[config.mk]
export PLATFORM = sky130hd
export DESIGN_NAME = m68k_ram_arbiter
export DESIGN_NICKNAME = d
export VERILOG_FILES = /design/src/rtl/m68k_ram_arbiter.sv
export SDC_FILE = /design/constraint.sdc
export NUM_CORES = 1
export LEC_CHECK = 0
export ABC_AREA = 1
export CAP_MARGIN = 20
export CORE_ASPECT_RATIO = 1.4
export CORE_UTILIZATION = 36
export CTS_CLUSTER_SIZE = 25
export DETAILED_ROUTE_END_ITERATION = 10
export PLACE_DENSITY_LB_ADDON = 0.1
export SLEW_MARGIN = 10
export SYNTH_ARGS = -nofsm -noshare
export SYNTH_HDL_FRONTEND = slang
export SYNTH_SLANG_ARGS = --single-unit
[constraint.sdc]
create_clock -name clock_i -period 2 [get_ports clock_i]
set_input_delay 0.6 -clock clock_i [delete_from_list [all_inputs] [get_ports clock_i]]
set_output_delay 0.6 -clock clock_i [all_outputs]
set_load 0.05 [all_outputs]
[src/rtl/m68k_ram_arbiter.sv]
// ---------------------------------------------------------------------------
// m68k_ram_arbiter
//   Round-robin arbiter sharing one registered 16-bit byte-lane RAM
//   (one-cycle read latency) among NREQ requesters. Each access runs as a
//   three-state transaction (IDLE -> ISSUE -> WAIT). Byte-lane writes are
//   steered to the RAM. Read data comes back with a one-cycle ack pulse.
//
// Configuration macro:
//   M68K_RAM_ARB_PRIO0_EN - when defined, requester 0 wins whenever it is
//                           eligible in IDLE. Requesters 1..NREQ-1
//                           round-robin among themselves.
//
// Ports:
//   clock_i        system clock, all logic on posedge
//   reset_i        asynchronous active-high reset
//   req_i          per-requester level request, held until ack
//   we_i           per-requester write (1) / read (0)
//   be_i           byte enables, requester i uses [2i+1:2i] ([1] = high byte)
//   addr_i         word address, requester i uses slice i
//   wdata_i        write data, requester i uses slice i
//   ack_o          one-cycle completion pulse (one-hot or zero)
//   rdata_o        read data of the last completed access
//   ram_address_o  RAM word address
//   ram_data_o     RAM write data
//   ram_we_l_o     RAM low-byte write enable
//   ram_we_h_o     RAM high-byte write enable
//   ram_q_i        registered RAM read data
//   busy_o         high whenever the FSM is not in IDLE
// ---------------------------------------------------------------------------
module m68k_ram_arbiter #(
    parameter int NREQ    = 3,
    parameter int WIDTHAD = 10
) (
    input  logic                    clock_i,
    input  logic                    reset_i,
    input  logic [NREQ-1:0]         req_i,
    input  logic [NREQ-1:0]         we_i,
    input  logic [2*NREQ-1:0]       be_i,
    input  logic [NREQ*WIDTHAD-1:0] addr_i,
    input  logic [16*NREQ-1:0]      wdata_i,
    output logic [NREQ-1:0]         ack_o,
    output logic [15:0]             rdata_o,
    output logic [WIDTHAD-1:0]      ram_address_o,
    output logic [15:0]             ram_data_o,
    output logic                    ram_we_l_o,
    output logic                    ram_we_h_o,
    input  logic [15:0]             ram_q_i,
    output logic                    busy_o
);

    localparam int GW = (NREQ > 1) ? $clog2(NREQ) : 1;

    typedef enum logic [1:0] {
        S_IDLE  = 2'd0,
        S_ISSUE = 2'd1,
        S_WAIT  = 2'd2
    } state_t;

    state_t               state_q, state_d;
    logic [GW-1:0]        winner_q, winner_d;
    logic [GW-1:0]        last_grant_q, last_grant_d;
    logic [NREQ-1:0]      ack_q, ack_d;
    logic [15:0]          rdata_q, rdata_d;
    logic [WIDTHAD-1:0]   ram_address_q, ram_address_d;
    logic [15:0]          ram_data_q, ram_data_d;
    logic                 ram_we_l_q, ram_we_l_d;
    logic                 ram_we_h_q, ram_we_h_d;
    logic                 busy_q, busy_d;

    logic [NREQ-1:0]      eligible_s;
    logic                 found_s;
    logic [GW-1:0]        pick_s;
    logic [WIDTHAD-1:0]   addr_arr_s  [NREQ];
    logic [15:0]          wdata_arr_s [NREQ];
    logic [1:0]           be_arr_s    [NREQ];

    // A requester acked in this very cycle is excluded so its still-high
    // request cannot be granted a second time.
    assign eligible_s = req_i & ~ack_q;

    // Unpack the flat per-requester buses into arrays indexed by requester.
    always_comb begin
        for (int i = 0; i < NREQ; i++) begin
            addr_arr_s[i]  = addr_i[i*WIDTHAD +: WIDTHAD];
            wdata_arr_s[i] = wdata_i[i*16 +: 16];
            be_arr_s[i]    = be_i[i*2 +: 2];
        end
    end

    // Winner selection: first eligible requester after last_grant, wrapping.
    always_comb begin
        logic [GW-1:0] idx_v;
        logic          hit_v;
        found_s = 1'b0;
        pick_s  = '0;
        idx_v   = '0;
        hit_v   = 1'b0;
        for (int k = 1; k <= NREQ; k++) begin
            idx_v = GW'((int'(last_grant_q) + k) % NREQ);
`ifdef M68K_RAM_ARB_PRIO0_EN
            hit_v = eligible_s[idx_v] && !found_s && (idx_v != '0);
`else
            hit_v = eligible_s[idx_v] && !found_s;
`endif
            pick_s  = hit_v ? idx_v : pick_s;
            found_s = found_s | hit_v;
        end
`ifdef M68K_RAM_ARB_PRIO0_EN
        // Requester 0 overrides the rotation whenever it is eligible.
        pick_s  = eligible_s[0] ? '0 : pick_s;
        found_s = found_s | eligible_s[0];
`endif
    end

    // Next-state and registered-output logic for the transaction FSM.
    always_comb begin
        state_d       = state_q;
        winner_d      = winner_q;
        last_grant_d  = last_grant_q;
        ack_d         = '0;
        rdata_d       = rdata_q;
        ram_address_d = ram_address_q;
        ram_data_d    = ram_data_q;
        ram_we_l_d    = ram_we_l_q;
        ram_we_h_d    = ram_we_h_q;
        case (state_q)
            S_IDLE: begin
                if (found_s) begin
                    winner_d      = pick_s;
                    ram_address_d = addr_arr_s[pick_s];
                    ram_data_d    = wdata_arr_s[pick_s];
                    ram_we_l_d    = we_i[pick_s] & be_arr_s[pick_s][0];
                    ram_we_h_d    = we_i[pick_s] & be_arr_s[pick_s][1];
                    state_d       = S_ISSUE;
                end else begin
                    state_d       = S_IDLE;
                end
            end
            S_ISSUE: begin
                // RAM samples address/data/enables on this edge.
                ram_we_l_d = 1'b0;
                ram_we_h_d = 1'b0;
                state_d    = S_WAIT;
            end
            S_WAIT: begin
                rdata_d         = ram_q_i;
                // A requester that dropped its request gets no ack.
                ack_d[winner_q] = req_i[winner_q];
`ifdef M68K_RAM_ARB_PRIO0_EN
                // Rotation pointer tracks only the round-robin group.
                last_grant_d    = (winner_q != '0) ? winner_q : last_grant_q;
`else
                last_grant_d    = winner_q;
`endif
                state_d         = S_IDLE;
            end
            default: begin
                ram_we_l_d = 1'b0;
                ram_we_h_d = 1'b0;
                state_d    = S_IDLE;
            end
        endcase
        busy_d = (state_d != S_IDLE);
    end

    // State and output registers.
    always_ff @(posedge clock_i or posedge reset_i) begin
        if (reset_i) begin
            state_q       <= S_IDLE;
            winner_q      <= '0;
            last_grant_q  <= GW'(NREQ - 1);
            ack_q         <= '0;
            rdata_q       <= 16'h0000;
            ram_address_q <= '0;
            ram_data_q    <= 16'h0000;
            ram_we_l_q    <= 1'b0;
            ram_we_h_q    <= 1'b0;
            busy_q        <= 1'b0;
        end else begin
            state_q       <= state_d;
            winner_q      <= winner_d;
            last_grant_q  <= last_grant_d;
            ack_q         <= ack_d;
            rdata_q       <= rdata_d;
            ram_address_q <= ram_address_d;
            ram_data_q    <= ram_data_d;
            ram_we_l_q    <= ram_we_l_d;
            ram_we_h_q    <= ram_we_h_d;
            busy_q        <= busy_d;
        end
    end

    assign ack_o         = ack_q;
    assign rdata_o       = rdata_q;
    assign ram_address_o = ram_address_q;
    assign ram_data_o    = ram_data_q;
    assign ram_we_l_o    = ram_we_l_q;
    assign ram_we_h_o    = ram_we_h_q;
    assign busy_o        = busy_q;

endmodule

==> results of run 1 <==
[placed cells by master, fill, tap and decap left out, types with 3 or more instances in the layout]
| cell | count |
|---|---|
| a21oi_2 | 13 |
| buf_8 | 3 |
| buf_4 | 75 |
| mux2_2 | 16 |
| clkdlybuf4s50_1 | 104 |
| o211ai_1 | 6 |
| buf_6 | 8 |
| clkbuf_16 | 7 |
| o211ai_2 | 8 |
| nor2_1 | 7 |
| inv_2 | 5 |
| nand2_2 | 10 |
| nand2_1 | 96 |
| inv_1 | 28 |
| a21oi_1 | 4 |
| buf_12 | 8 |
| nand3_1 | 25 |
| nor2_4 | 6 |
| nand3_2 | 27 |
| dlygate4sd2_1 | 3 |
| a21oi_4 | 8 |
| nand3_4 | 3 |
| inv_4 | 3 |
| dfrtp_1 | 53 |
| nor2_2 | 6 |
[layout make-up]
cell class,instances,area (um^2),share of cell area
Sequential cell,54,1353,0.2396
Clock buffer,5,125.1,0.02216
Multi-Input combinational cell,251,1810,0.3207
Timing Repair Buffer,205,2031,0.3597
Tap cell,102,127.6,0.02261
Clock inverter,3,40.04,0.007092
Inverter,37,158.9,0.02815
[cell families after synthesis]
group	after synthesis
flip-flops	54
buffers and inverters	54
AO/OA/AOI/OAI	45
multiplexers	16
AND/OR/NAND/NOR	188
adder cells (fa/ha/maj)	2
[routing by layer]
metal  track usage  wire (um)  up-vias
li1              -          -     1560
met1        0.2284       3456     1497
met2        0.4199       5385      125
met3       0.05289        624       26
met4       0.09455        338        0
met5             0          0        -
[per-stage QoR]
step / setup slack [ns] / instance area (um^2)
after floorplan: 0.01804 / 3035
after detailed placement: -0.4471 / 4767
after global placement: -0.3892 / 4767
final: -0.07781 / 5645
after CTS: -0.04557 / 5351
after global routing: -0.1686 / 5645
[flip-flops by register name, summed over array words and instances (netlist names)]
| signal | count |
|---|---|
| ram_we_l_o | 1 |
| ram_address_o | 10 |
| ack_o | 3 |
| last_grant_q | 2 |
| winner_q | 2 |
| ram_we_h_o | 1 |
| busy_o | 1 |
| state_q | 2 |
| ram_data_o | 16 |
| rdata_o | 16 |
[how the worst max path moves through the flow]
stage                  endpoint  slack [ns]  cells after the start
2_1_floorplan  ram_address_o[1]        0.02                     10
3_3_place_gp      ram_data_o[7]       -0.39                     12
3_5_place_dp   ram_address_o[3]       -0.45                     11
4_1_cts        ram_address_o[2]       -0.05                     13
5_1_grt           ram_data_o[1]       -0.17                     12
6_report          ram_data_o[1]       -0.08                     12
[worst max-delay path, stage by stage (launching register included)]
cell and delay [ns]:
dfstp_2 0.56, ha_4 0.23, inv_4 0.07, nand3_2 0.08, nand3_2 0.09, nand2_4 0.08, buf_6 0.13, nand4_4 0.09
nand2_8 0.11, buf_12 0.16, buf_4 0.14, o211ai_2 0.14, nand3_2 0.08
[repair_timing]
action | in CTS | in global routing
setup endpoints to repair | 31 | 31
setup buffers | 11 | 3
pin swaps | 23 | 12
gates resized for setup | 68 | 59
cloned | 3 | 2
==> impl_metrics.json, run 1 <==
{
  "dieArea_mm2": 0.008808,
  "synth_fa_ha_area_frac": 0.008244,
  "ys.flop_type": "dfrtp_1",
  "fp.dieW_um": 79.61,
  "setup_violations": 28,
  "hold_class": "reg2reg",
  "via_per_inst": 4.883,
  "antenna_found_initial": 0,
  "htree_levels": 2,
  "synthesis.area_mm2": 0.003035,
  "finalWorstPathRequiredPeriod_ns": 2.078,
  "vias": 3208,
  "fmax_mhz": 481.3,
  "synth_most_common_cell": "nand2_1",
  "post-route-period-util": 1.039,
  "critical_path_arrival_ns": 2.26,
  "clk_pin_slew_ns": 0.07,
  "cts_buffers": 5,
  "grt_pass1_vias": 3303,
  "slew_viol_final": 0,
  "die_y_um": 110.6,
  "drive_gt1_frac": 0.4018,
  "worst_slew_pin_slew_ns": 0.7017,
  "grt.overflow.total": 0,
  "synth.largest_area_cell": "dfrtp_1",
  "final_util": 0.6928,
  "postRouteAntennaNets": 0,
  "stdcell_count": 657,
  "port_buffers": 155,
  "cp-startpoint": "last_grant_q[1]",
  "io_pins": 156,
  "place.gp.congestion": 0.8580,
  "synth_xor_area_frac": 0,
  "max_slew_margin": 0.5310,
  "clkLatencyLatePin_ns": 0.30,
  "row_count": 39,
  "synthTopCellsByCount": "nand2_1 (106), dfrtp_1 (53), nand3_1 (48)",
  "grt_pass1_wl_um": 15260,
  "path_class": "reg2reg",
  "yosysSeqAreaShare": 0.4456,
  "violations": "negative setup slack",
  "antennaDiodeCount": 0,
  "ys_warn_count": 0,
  "r2r_start": "last_grant_q[1]",
  "setup_slack_ns": -0.07781,
  "grtUsageTotal": 0.2244,
  "syn_nets": 469,
  "holdPathStages": 1,
  "coreArea_mm2": 0.008149,
  "end_kind": "register",
  "hold-path-endpoint": "state_q[1]",
  "grt_max_degree": 22,
  "worstPathMaxFanout": 9,
  "drc": 0,
  "synthSimpleGateAreaFrac": 0.2935,
  "initial_core_util": 0.3725,
  "min_from": "state_q[1]",
  "syn_inst": 359,
  "place_inst": 632,
  "synth_top_family_by_area": "simple AND/OR/NAND/NOR gates",
  "yosys-top-cells-area": "dfrtp_1 (44%), nand2_1 (13%), nand3_1 (7.9%), mux2_2 (5.9%), a21oi_1 (4.1%)",
  "hold_viol_final": 0,
  "cts_tree": "built",
  "r2r_end": "ram_data_o[1]",
  "maxCapViolations": 0,
  "startpoint_type": "register",
  "rsz0062_at_grt": "true",
  "routedWlPerCell_um": 14.92,
  "tns_ns": -1.051,
  "cts_sinks": 54,
  "worst_clock_skew_ns": 0.006835,
  "area_growth_pct": 85.99,
  "required_ns": 2.18,
  "status": "finished, violations left",
  "synth_edf_count": 0,
  "first_pass_iters": 6,
  "ys_async_sr_fraction": 1.000,
  "muxShareOfSynthArea": 0.05936,
  "reg2reg_slack_ns": -0.08,
  "holdWs_ns": 0.4872,
  "cts_root_buf": "clkbuf_16",
  "final.fill_count": 652,
  "netlist.area_leader.share": 0.4369,
  "reg2reg_depth": 12,
  "synth_cell_type_count": 28,
  "drt_iter0_drc": 104,
  "synth_compound_area_frac": 0.1014,
  "ys_ff_latch": 54,
  "post-dp-hpwl_um": 6946,
  "avgSynthCellArea_um2": 8.455,
  "cts_buffer_depth": 2,
  "postCtsHoldBufs": 0,
  "fin_nets": 664,
  "wirelength_um": 9804
}
Power of run 1 is left out: the tool's default activity adds up to more than one toggle a clock period on the data nets, which glitch-free logic cannot reach.
==> run 2: changes to the inputs <==
- CORE_ASPECT_RATIO: 1.4 -> not set
==> impl_metrics.json, run 2 (synthesis results as in run 1) <==
{
  "violations": "negative setup slack",
  "initial_core_util": 0.3713,
  "fmax_mhz": 487.5,
  "area_growth_pct": 72.59,
  "dp_slack_ns": -0.4959,
  "grt.overflow.total": 0,
  "drt_iter0_drc": 82,
  "ir_drop_uv": 916.4,
  "clk_pin_slew_ns": 0.10,
  "met2_length_um": 4868,
  "grt_max_degree": 24,
  "drc": 0,
  "cts_root_buf": "clkbuf_8",
  "slew_viol_final": 0,
  "row_count": 33,
  "vias": 3135,
  "clkLatencyLatePin_ns": 0.31,
  "coreArea_mm2": 0.008175,
  "wirelength_um": 9268,
  "hold_viol_final": 0,
  "rsz0062_at_grt": "true",
  "cts_tree": "built",
  "crit_buf_inv": 3,
  "worst_slew_pin_slew_ns": 0.4456,
  "routedWlPerCell_um": 14.17,
  "max_slew_margin": 0.7025,
  "post-route-period-util": 1.026,
  "die_y_um": 93.83,
  "wl_met1_um": 3698,
  "grt_pass1_wl_um": 13920,
  "leakagePower_uw": 0.002476,
  "finalWorstPathRequiredPeriod_ns": 2.051,
  "critPathMaxStageDelay_ns": 0.59,
  "io_pins": 156,
  "post-dp-hpwl_um": 6670,
  "cts_buffers": 5,
  "hold_class": "reg2reg",
  "maxCapViolations": 0,
  "final_common_cell": "clkdlybuf4s50_1",
  "crit_slowest_cell": "dfstp_2",
  "place_inst": 635,
  "status": "finished, violations left",
  "fp.dieW_um": 93.83,
  "grt_pass1_vias": 2964,
  "startpoint_type": "register",
  "cts_buffer_depth": 2,
  "antenna_found_initial": 0,
  "grtUsageTotal": 0.2016,
  "worst_clock_skew_ns": 0.01048,
  "mostFrequentLayoutCells": "clkdlybuf4s50_1 (104), nand2_1 (96), buf_4 (74)",
  "antennaDiodeCount": 0,
  "drive_gt1_frac": 0.3078,
  "via_per_inst": 4.794,
  "end_kind": "register",
  "fin_nets": 658,
  "htree_levels": 2,
  "place.gp.congestion": 0.7926,
  "stdcell_count": 654,
  "postRouteAntennaNets": 0,
  "first_pass_iters": 4,
  "dieArea_mm2": 0.008803,
  "final_util": 0.6408,
  "holdWs_ns": 0.4939,
  "dr.max_layer_used": "met4",
  "required_ns": 2.25,
  "path_class": "reg2reg",
  "worstPathMaxFanout": 6,
  "cp_top_family": "simple AND/OR/NAND/NOR gates",
  "final.fill_count": 705,
  "p_per_area_mw_per_mm2": 2204,
  "cts_sinks": 54,
  "critical_path_arrival_ns": 2.30,
  "postCtsHoldBufs": 0,
  "setup_slack_ns": -0.05137,
  "path_cells": "ha_4, buf_4, nand3_1, nand2_2, nand3_2, nand2_2, inv_2, nand2_4, nor2_8, clkbuf_16, o211ai_2, nand3_1",
  "wl_met3_um": 582,
  "port_buffers": 155,
  "setup_violations": 24
}
[run 2: per-layer routing]
metal  vias to the layer above  GRT usage
met2                       103     0.3595
met5                         -          0
met4                         0    0.04359
li1                       1555          -
met3                         9    0.04854
met1                      1468     0.2448
[run 2: final timing paths]
| path | end | slack (ns) | depth (start not counted) | start |
|---|---|---|---|---|
| worst max-delay path | ram_data_o[3] | -0.05 | 12 | last_grant_q[1] |
| worst min-delay path | state_q[1] | 0.49 | 1 | state_q[1] |
| worst max register to register | ram_data_o[3] | -0.05 | 12 | last_grant_q[1] |
| worst min register to register | state_q[1] | 0.49 | 1 | state_q[1] |
| max in group asynchronous | ram_data_o[3] | 0.91 | 3 | reset_i |
| min in group asynchronous | ram_data_o[8] | 0.62 | 2 | reset_i |
[run 2: power breakdown]
group / internal (uW) / switching, uW
sequential: 1660 / 282
clock: 380 / 379
combinational: 3660 / 5180
[run 2: final cells by class]
class                   count  area (um^2)  area share
flip-flops and latches     54         1353      0.2582
multi-input cells         251         1516      0.2895
clock inverters             3        47.55    0.009076
inverters                  37        151.4     0.02890
well taps                 105        131.4     0.02508
clock buffers               5        68.82     0.01314
repair buffers            199         1971      0.3762
[run 2: through the flow]
step	TNS (ns)	cell area (um^2)	total power (uW)
3_5_place_dp	-13.62	4796	9519
2_1_floorplan	0	3035	7173
3_3_place_gp	-12.24	4796	9367
5_1_grt	-3.728	5239	12310
4_1_cts	-0.4047	5027	10850
6_report	-0.5246	5239	11550
[run 2: what timing repair did]
item,4_1_cts,5_1_grt
endpoints found under the setup margin,30,31
cloned,1,5
buffers inserted,2,3
pin swaps,8,15
gates resized for setup,21,19
[run 2: worst reg2reg max path: stages, from the launching register on]
cell and delay (ns):
dfstp_2 0.59, ha_4 0.23, buf_4 0.15, nand3_1 0.10, nand2_2 0.09, nand3_2 0.08, nand2_2 0.09, inv_2 0.08
nand2_4 0.10, nor2_8 0.17, clkbuf_16 0.17, o211ai_2 0.08, nand3_1 0.07
(Power assumes the default switching activity.)
==> run 3: changes to the inputs <==
- CAP_MARGIN: 20 -> 15
- CTS_CLUSTER_SIZE: 25 -> not set
- GPL_TIMING_DRIVEN: not set -> 0
==> impl_metrics.json, run 3 (synthesis results as in run 1) <==
{
  "status": "finished, violations left",
  "violations": "negative setup slack",
  "worstPathMaxFanout": 5,
  "clkLatencyLatePin_ns": 0.32,
  "wirelength_um": 9109,
  "port_buffers": 155,
  "regArea_mm2": 0.001353,
  "first_pass_iters": 5,
  "stdcell_count": 649,
  "postPlaceCellArea_mm2": 0.004738,
  "maxCapViolations": 0,
  "stdcell_area_mm2": 0.005270,
  "finalWorstPathRequiredPeriod_ns": 2.132,
  "tns_ns": -2.770,
  "place_inst": 620,
  "critical_path_arrival_ns": 2.39,
  "via_per_inst": 4.844,
  "slew_viol_final": 0,
  "hold_viol_final": 0,
  "grt_max_degree": 33,
  "drc": 0,
  "dieArea_mm2": 0.008803,
  "cp-startpoint": "last_grant_q[1]",
  "cts_root_buf": "clkbuf_8",
  "grtUsageTotal": 0.2127,
  "grt.overflow.total": 0,
  "path_class": "reg2reg",
  "postRouteAntennaNets": 0,
  "end_kind": "register",
  "cts_sinks": 54,
  "multi_input_area_mm2": 0.001587,
  "die_y_um": 93.83,
  "fp.dieW_um": 93.83,
  "crit_path_end": "ram_data_o[1]",
  "min_from": "state_q[1]",
  "drt_iter0_drc": 85,
  "grt_pass1_wl_um": 14590,
  "max_slew_margin": 0.5472,
  "cts_buffers": 5,
  "antennaDiodeCount": 0,
  "fin_nets": 653,
  "area_growth_pct": 73.62,
  "setup_violations": 29,
  "post-route-period-util": 1.066,
  "worst_slew_pin_slew_ns": 0.6782,
  "drive_gt1_frac": 0.2261,
  "cts_buffer_depth": 2,
  "antenna_found_initial": 0,
  "grt_pass1_vias": 3096,
  "clk_pin_slew_ns": 0.11,
  "place.gp.congestion": 0.8176,
  "rsz0062_at_grt": "true",
  "final_util": 0.6446,
  "worst_clock_skew_ns": 0.01005,
  "required_ns": 2.26,
  "reg2reg_depth": 13,
  "vias": 3144,
  "r2r_end": "ram_data_o[1]",
  "post-dp-hpwl_um": 6412,
  "routedWlPerCell_um": 14.04,
  "final.fill_count": 727,
  "initial_core_util": 0.3713,
  "io_pins": 156,
  "reg2reg_slack_ns": -0.13,
  "cts_tree": "built",
  "final_common_cell": "clkdlybuf4s50_1",
  "htree_levels": 2,
  "coreArea_mm2": 0.008175,
  "row_count": 33,
  "setup_slack_ns": -0.1316,
  "mostFrequentLayoutCells": "clkdlybuf4s50_1 (104), nand2_1 (95), dfrtp_1 (53)",
  "fmax_mhz": 469.1,
  "r2r_start": "last_grant_q[1]",
  "startpoint_type": "register",
  "hold_class": "reg2reg"
}
## run 3: changes by cell type in the layout (fill, tap and decap cells not counted), moves of 3 or more
cell           change
a21oi_2            +8
inv_2              -3
dlygate4sd2_1     +49
a21oi_1            -8
buf_12             -4
buf_6              +3
buf_8              +5
clkbuf_16          -4
buf_4             -57
## run 3: critical path, cell delays in order, from the launching register on
cell,delay (ns)
dfstp_2,0.60
ha_4,0.24
buf_4,0.15
nand3_1,0.10
nand2_2,0.10
nand2_2,0.09
nand2_2,0.06
nand2_4,0.12
nand2_8,0.11
buf_12,0.14
buf_16,0.12
nand2_1,0.06
o211ai_2,0.09
nand3_1,0.07
## run 3: what timing repair did
action / CTS / global route
gates cloned: 4 / 0
hold buffers: 0 / 0
pin swaps: 12 / 18
setup buffers: 13 / 4
endpoints found under the setup margin: 80 / 31
resized for setup: 102 / 21
## run 3: final cells by class
class	count	share of cell area
clock buffers	5	0.01306
inverters	37	0.03015
plain buffers	17	0.03751
clock inverters	3	0.009259
well taps	105	0.02493
multi-input cells	252	0.3010
flip-flops and latches	54	0.2566
repair buffers	176	0.3274
## run 3: metal layers
| layer | track usage | routed length [um] | up-vias |
|---|---|---|---|
| met1 | 0.2492 | 3672 | 1472 |
| met3 | 0.04854 | 660 | 11 |
| met2 | 0.3832 | 4644 | 121 |
| li1 | - | - | 1540 |
| met5 | 0 | 0 | - |
| met4 | 0.06410 | 132 | 0 |
## run 3: per-stage QoR
step,hold slack (ns),worst slack (ns)
2_1_floorplan,0.4429,0.01804
3_3_place_gp,0.4568,-1.021
3_5_place_dp,0.4704,-0.5436
4_1_cts,0.4935,-0.07626
5_1_grt,0.5200,-0.2170
6_report,0.4879,-0.1316
## run 3: how the worst min path moves through the flow
stage / end / slack [ns] / depth (start not counted)
floorplan: state_q[1] / 0.44 / 1
global placement: state_q[1] / 0.46 / 1
detailed placement: state_q[1] / 0.47 / 1
CTS: state_q[1] / 0.49 / 1
global route: state_q[1] / 0.52 / 1
finish: state_q[1] / 0.49 / 1
Power of run 3 is left out for the same reason.
